==> src/rtl/philo_ring_monitor.sv <==
// Safety/liveness checker for the dining-philosopher ring: adjacent-eating, starvation, eat-event count.
// Optional snapshot output snap_vec enabled by defining PHILO_MON_SNAPSHOT_EN.
module philo_ring_monitor #(
    parameter int unsigned N            = 8,
    parameter int unsigned CNT_W        = 8,
    parameter int unsigned STARVE_LIMIT = 100,
    parameter int unsigned IDX_W        = 3
) (
    input  logic               clk,
    input  logic               reset,
    input  logic [2*N-1:0]     st_vec,
    input  logic               clear,
    output logic               safety_err,
    output logic [IDX_W-1:0]   safety_idx,
    output logic               starve_flag,
    output logic [IDX_W-1:0]   starve_idx,
    output logic [CNT_W-1:0]   hungry_max,
`ifdef PHILO_MON_SNAPSHOT_EN
    output logic [15:0]        eat_events,
    output logic [2*N-1:0]     snap_vec
`else
    output logic [15:0]        eat_events
`endif
);

    typedef enum logic [1:0] {
        THINKING = 2'd0,
        READING  = 2'd1,
        EATING   = 2'd2,
        HUNGRY   = 2'd3
    } phil_state_e;

    logic [2*N-1:0]   prev_q;
    logic [CNT_W-1:0] cnt_q [N];
    logic [CNT_W-1:0] cnt_d [N];
    logic             err_q, err_d;
    logic [IDX_W-1:0] sidx_q, sidx_d;
    logic             starve_q, starve_d;
    logic [IDX_W-1:0] tidx_q, tidx_d;
    logic [CNT_W-1:0] hmax_q, hmax_d;
    logic [15:0]      eat_q, eat_d;
`ifdef PHILO_MON_SNAPSHOT_EN
    logic [2*N-1:0]   snap_q, snap_d;
`endif

    phil_state_e      st_cur, st_nxt, st_prv;
    logic             viol_any, hit_any;
    logic [IDX_W-1:0] viol_idx, hit_idx;
    logic [15:0]      eat_inc;

    always_comb begin
        viol_any = 1'b0;
        viol_idx = '0;
        hit_any  = 1'b0;
        hit_idx  = '0;
        eat_inc  = '0;
        hmax_d   = '0;
        st_cur   = THINKING;
        st_nxt   = THINKING;
        st_prv   = THINKING;
        for (int unsigned i = 0; i < N; i++) begin
            st_cur = phil_state_e'(st_vec[2*i +: 2]);
            st_nxt = phil_state_e'(st_vec[2*((i + 1 == N) ? 0 : i + 1) +: 2]);
            st_prv = phil_state_e'(prev_q[2*i +: 2]);

            if (st_cur == HUNGRY)
                cnt_d[i] = (cnt_q[i] == '1) ? cnt_q[i] : cnt_q[i] + 1'b1;
            else
                cnt_d[i] = '0;

            // First hit in ascending order wins, giving the lowest index.
            if (st_cur == EATING && st_nxt == EATING && !viol_any) begin
                viol_any = 1'b1;
                viol_idx = IDX_W'(i);
            end
            if (cnt_d[i] >= CNT_W'(STARVE_LIMIT) && !hit_any) begin
                hit_any = 1'b1;
                hit_idx = IDX_W'(i);
            end

            if (st_prv != EATING && st_cur == EATING)
                eat_inc = eat_inc + 16'd1;
            if (cnt_d[i] > hmax_d)
                hmax_d = cnt_d[i];
        end
        eat_d = eat_q + eat_inc;
    end

    // A clear coincident with a new event lets the event win.
    always_comb begin
        err_d    = err_q;
        sidx_d   = sidx_q;
        starve_d = starve_q;
        tidx_d   = tidx_q;
`ifdef PHILO_MON_SNAPSHOT_EN
        snap_d   = snap_q;
`endif
        if (clear) begin
            err_d    = 1'b0;
            sidx_d   = '0;
            starve_d = 1'b0;
            tidx_d   = '0;
`ifdef PHILO_MON_SNAPSHOT_EN
            snap_d   = '0;
`endif
        end
        if ((!err_q || clear) && viol_any) begin
            err_d  = 1'b1;
            sidx_d = viol_idx;
`ifdef PHILO_MON_SNAPSHOT_EN
            snap_d = st_vec;
`endif
        end
        if ((!starve_q || clear) && hit_any) begin
            starve_d = 1'b1;
            tidx_d   = hit_idx;
        end
    end

    always_ff @(posedge clk) begin
        if (reset) begin
            prev_q   <= '0;
            err_q    <= 1'b0;
            sidx_q   <= '0;
            starve_q <= 1'b0;
            tidx_q   <= '0;
            hmax_q   <= '0;
            eat_q    <= '0;
`ifdef PHILO_MON_SNAPSHOT_EN
            snap_q   <= '0;
`endif
            for (int unsigned i = 0; i < N; i++)
                cnt_q[i] <= '0;
        end else begin
            prev_q   <= st_vec;
            err_q    <= err_d;
            sidx_q   <= sidx_d;
            starve_q <= starve_d;
            tidx_q   <= tidx_d;
            hmax_q   <= hmax_d;
            eat_q    <= eat_d;
`ifdef PHILO_MON_SNAPSHOT_EN
            snap_q   <= snap_d;
`endif
            for (int unsigned i = 0; i < N; i++)
                cnt_q[i] <= cnt_d[i];
        end
    end

    assign safety_err  = err_q;
    assign safety_idx  = sidx_q;
    assign starve_flag = starve_q;
    assign starve_idx  = tidx_q;
    assign hungry_max  = hmax_q;
    assign eat_events  = eat_q;
`ifdef PHILO_MON_SNAPSHOT_EN
    assign snap_vec    = snap_q;
`endif

endmodule

==> config.mk <==
export PLATFORM = sky130hd
export DESIGN_NAME = philo_ring_monitor
export DESIGN_NICKNAME = d
export VERILOG_FILES = /design/src/rtl/philo_ring_monitor.sv
export SDC_FILE = /design/constraint.sdc
export NUM_CORES = 1
export LEC_CHECK = 0
export ABC_AREA = 1
export CORE_AREA = 2 2 133 135
export CTS_CLUSTER_SIZE = 40
export DETAILED_ROUTE_END_ITERATION = 12
export DIE_AREA = 0 0 135 137
export GPL_TIMING_DRIVEN = 0
export HOLD_SLACK_MARGIN = 0.08
export PLACE_DENSITY = 0.68
export SYNTH_ARGS = -nofsm -noshare
export SYNTH_HDL_FRONTEND = slang
export SYNTH_SLANG_ARGS = --single-unit
==> constraint.sdc <==
create_clock -name clk -period 14.97 [get_ports clk]
set_input_delay 2.994 -clock clk [delete_from_list [all_inputs] [get_ports clk]]
set_output_delay 2.994 -clock clk [all_outputs]
set_load 0.005 [all_outputs]
==> impl_results.md <==
- Status: finished, final reports clean
- Post-route ant nets: 0
- Post-Synthesis Cells: 1288
- Final instance area: around 9500 sq um
- Most used cell, CP: nand2_1
- Utilization after layout: 0.559
- CORE AREA: 17100 sq um
- #FFs+latches synth: 112
- Max-cap violations: 0
- Row count: 48
- # Post-CTS Setup Buffers: 0
- Synth unique cells: 49
- Slew of the pin with the lowest slew margin: 0.678 ns
- Pre-CTS setup slack: 0.393 ns
- Die Span Y: 137 microns
- Critical path capture point type: register
- WP data arrival: roughly 14 ns
- CTS tree: built
- Reg2Reg Setup Slack: 3.65 ns
- Clock-pin slew on the worst setup and hold paths: 0.07 ns
- Clk sinks: 112
- Post-layout net count: 1444
- Syn Area/Cell: 6.52 sq um
- Slowest stage delay, CP: 0.51 ns
- Final worst-path cycle share: 0.917
- DRC: 0
- Htree depth: 3
- Total Wirelength: 19000 microns
- Hpwl dp: 15600 microns
- Worst path slowest cell: clkdlybuf4s50_1
- I/O Buffers: 49
- GP Congestion: 0.870
- Launching point of the worst reg2reg path: cnt_q[0][8]
- RSZ-0062 raised after global routing: false
- Setup Total Neg Slack: 0 ns
- DIE WIDTH: around 140 microns
- # hold bufs at CTS: 0
- Vias post-DR: 7850
- Fin Hold WS: 0.461 ns
- Dpl cell area: 9180 sq um
- Worst min path class: reg -> reg
- # resized after CTS: 0
- Share of cells above drive strength 1: 0.0856
- First-pass GRT wire length: around 32000 microns
- Diodes inserted: 0
- Worst Path Required: 15.28 ns
- Number of antenna violations at the first check in global routing: 0
- Hold wc startpoint: eat_events[15]
- Final Hold Fails: 0
- Num ports: 51
- CTS root buffer: clkbuf_16
- Setup-failing EPs final: 0
- Clock Latency Late Sink: 0.37 ns
- Post-synth EDFFs: 0
- Max Slew Vio Count: 0
- Worst setup slack after layout: 1.24 ns
- Vias in the first global route: 7017
- Syn. warnings: 0
- PwrDens: around 130 nW/um^2
- Crit path time final: 13.73 ns
- GRT overflow: 0
- Largest net degree at the start of global routing: 20
- Post-route clock skew: roughly 0.010 ns
- DR vias/cell: 4.97
- CP startpoint: st_vec[0]
- Max VDD drop: 71.4 uV
- Max Root-Sink Buffers: 2
- Worst-path fanout max: 10
- Rel. slew slack: 0.548
- Layout Area Growth over Synthesis: 13.5%
- Iter 0 DRT Violations: 392
- Drt first pass iters: 5
- Post-synthesis instance area: about 8400 sq um
- P_leak: 4.64 nW
- R2R Path End: hungry_max[6]
- Inst Count DP: 1564
- Predominant post-synthesis flop cell: dfxtp_1
- Num CTS Buffers: 9
- Die ar.: 18500 sq um
- Starting density of the core: 0.492
- Max Fclk: between 70 and 80 MHz
- Post-synth ARST share: 0
- Worst Setup Start Kind: input port
- Finished Layout Cells: 1580
- Overall Power: 1.26 mW
- Register area share after synthesis: 0.267
- WL/cell: 12.1 microns
- Kind of critical path: in -> reg
- Worst setup endpoint: hungry_max[6]
- Reg2Reg Depth: 74
- Global Route Usage Sum: 0.211
-- where the power goes --
group	switching (mW)	internal, mW	total [mW]
clock network	0.124	0.166	0.290
logic	0.395	0.250	0.645
registers	0.00762	0.316	0.323
total	0.527	0.732	1.26
-- kinds of logic (layout without fill, tap and decap cells) --
kind of cell	count (synthesis)	in the layout	share of synthesized area
adders and majority gates	75	75	0.113
and+or+nand+nor	616	616	0.349
DFF	112	112	0.267
other	1	3	0.000447
muxes	1	1	0.00134
buffers and inverters	276	341	0.124
xor gates and xnor gates	16	16	0.0167
AOI/OAI and AO/OA	191	191	0.129
-- how the worst min path moves through the flow --
stage / to / cells past startpoint
floorplan: eat_events[15] / 1
CTS: eat_events[15] / 1
finish: eat_events[15] / 1
detailed placement: eat_events[15] / 1
global route: eat_events[15] / 1
global placement: eat_events[15] / 1
-- flip-flops by register name (all words and copies together) (netlist names) --
| name | cells |
|---|---|
| cnt_q | 64 |
| eat_events | 16 |
| hungry_max | 8 |
| prev_q | 16 |
| safety_err | 1 |
| safety_idx | 3 |
| starve_flag | 1 |
| starve_idx | 3 |
-- cells in the final DEF, fill, tap and decap left out, types with 4 or more instances in the layout --
cell type          n
nor3_1            37
clkbuf_16          9
or2_2              6
o21bai_1           5
nand3_2           14
o31ai_1            5
and2_1             8
o211ai_1           6
buf_1              5
o21a_1             6
clkbuf_1           8
clkdlybuf4s50_1   49
xnor2_1            7
nand2_2           20
a31oi_1           12
nor2_2             7
a21oi_1           71
nor4_1            13
nor2_1           190
nand3_1           66
ha_1              74
nor2_4             5
inv_1            242
o21ai_0           66
nand2_1          212
nand2_4           14
xor2_1             9
o21ai_1            6
nand4_1           11
dfxtp_1          112
a211oi_1           4
inv_2             16
-- synthesized netlist by cell type (2+ instances only) --
cell,n,share of area
inv_1,242,0.11
nand2_1,212,0.095
nor2_1,190,0.085
dfxtp_1,112,0.27
ha_1,74,0.11
a21oi_1,71,0.042
o21ai_0,68,0.041
nand3_1,66,0.039
nor3_1,37,0.022
nand2_2,20,0.015
inv_2,16,0.0072
nand2_4,14,0.019
nand3_2,14,0.017
nor4_1,13,0.0097
a31oi_1,12,0.0089
nand4_1,11,0.0082
clkbuf_1,10,0.0045
xor2_1,9,0.0094
and2_1,8,0.0060
nor2_2,7,0.0052
xnor2_1,7,0.0073
buf_1,6,0.0027
o211ai_1,6,0.0054
o21a_1,6,0.0054
or2_2,6,0.0045
a211oi_1,5,0.0045
nor2_4,5,0.0067
o21bai_1,5,0.0045
o31ai_1,5,0.0045
o21ai_1,4,0.0024
and3_1,3,0.0022
a21oi_4,2,0.0039
a31o_2,2,0.0021
buf_2,2,0.0012
nand3b_1,2,0.0018
nand4_2,2,0.0030
nand4_4,2,0.0051
-- worst max-delay path, delay by kind of cell --
| family | cells | cell delay (ns) |
|---|---|---|
| simple gates | 33 | 3.51 |
| compound gates | 19 | 2.85 |
| fa+ha+maj | 7 | 2.05 |
| buf+inv | 14 | 2.61 |
-- cell type report --
| class | count | area [sq um] |
|---|---|---|
| Fill cell | 1701 | 7520 |
| Multi-Input combinational cell | 902 | 5130 |
| Sequential cell | 112 | 2240 |
| Inverter | 258 | 968 |
| Timing Repair Buffer | 49 | 490 |
| Tap cell | 225 | 282 |
| Clock buffer | 9 | 225 |
| Clock inverter | 7 | 124 |
| Buffer | 18 | 73.8 |
-- metal layers --
layer	global-route usage	up-vias	routed length (microns)
li1	-	4241	-
met3	0.0289	12	648
met4	0.0486	0	144
met5	0	-	0
met2	0.371	106	8830
met1	0.276	3491	9420
Note: power is estimated with default switching activity, not from simulation.
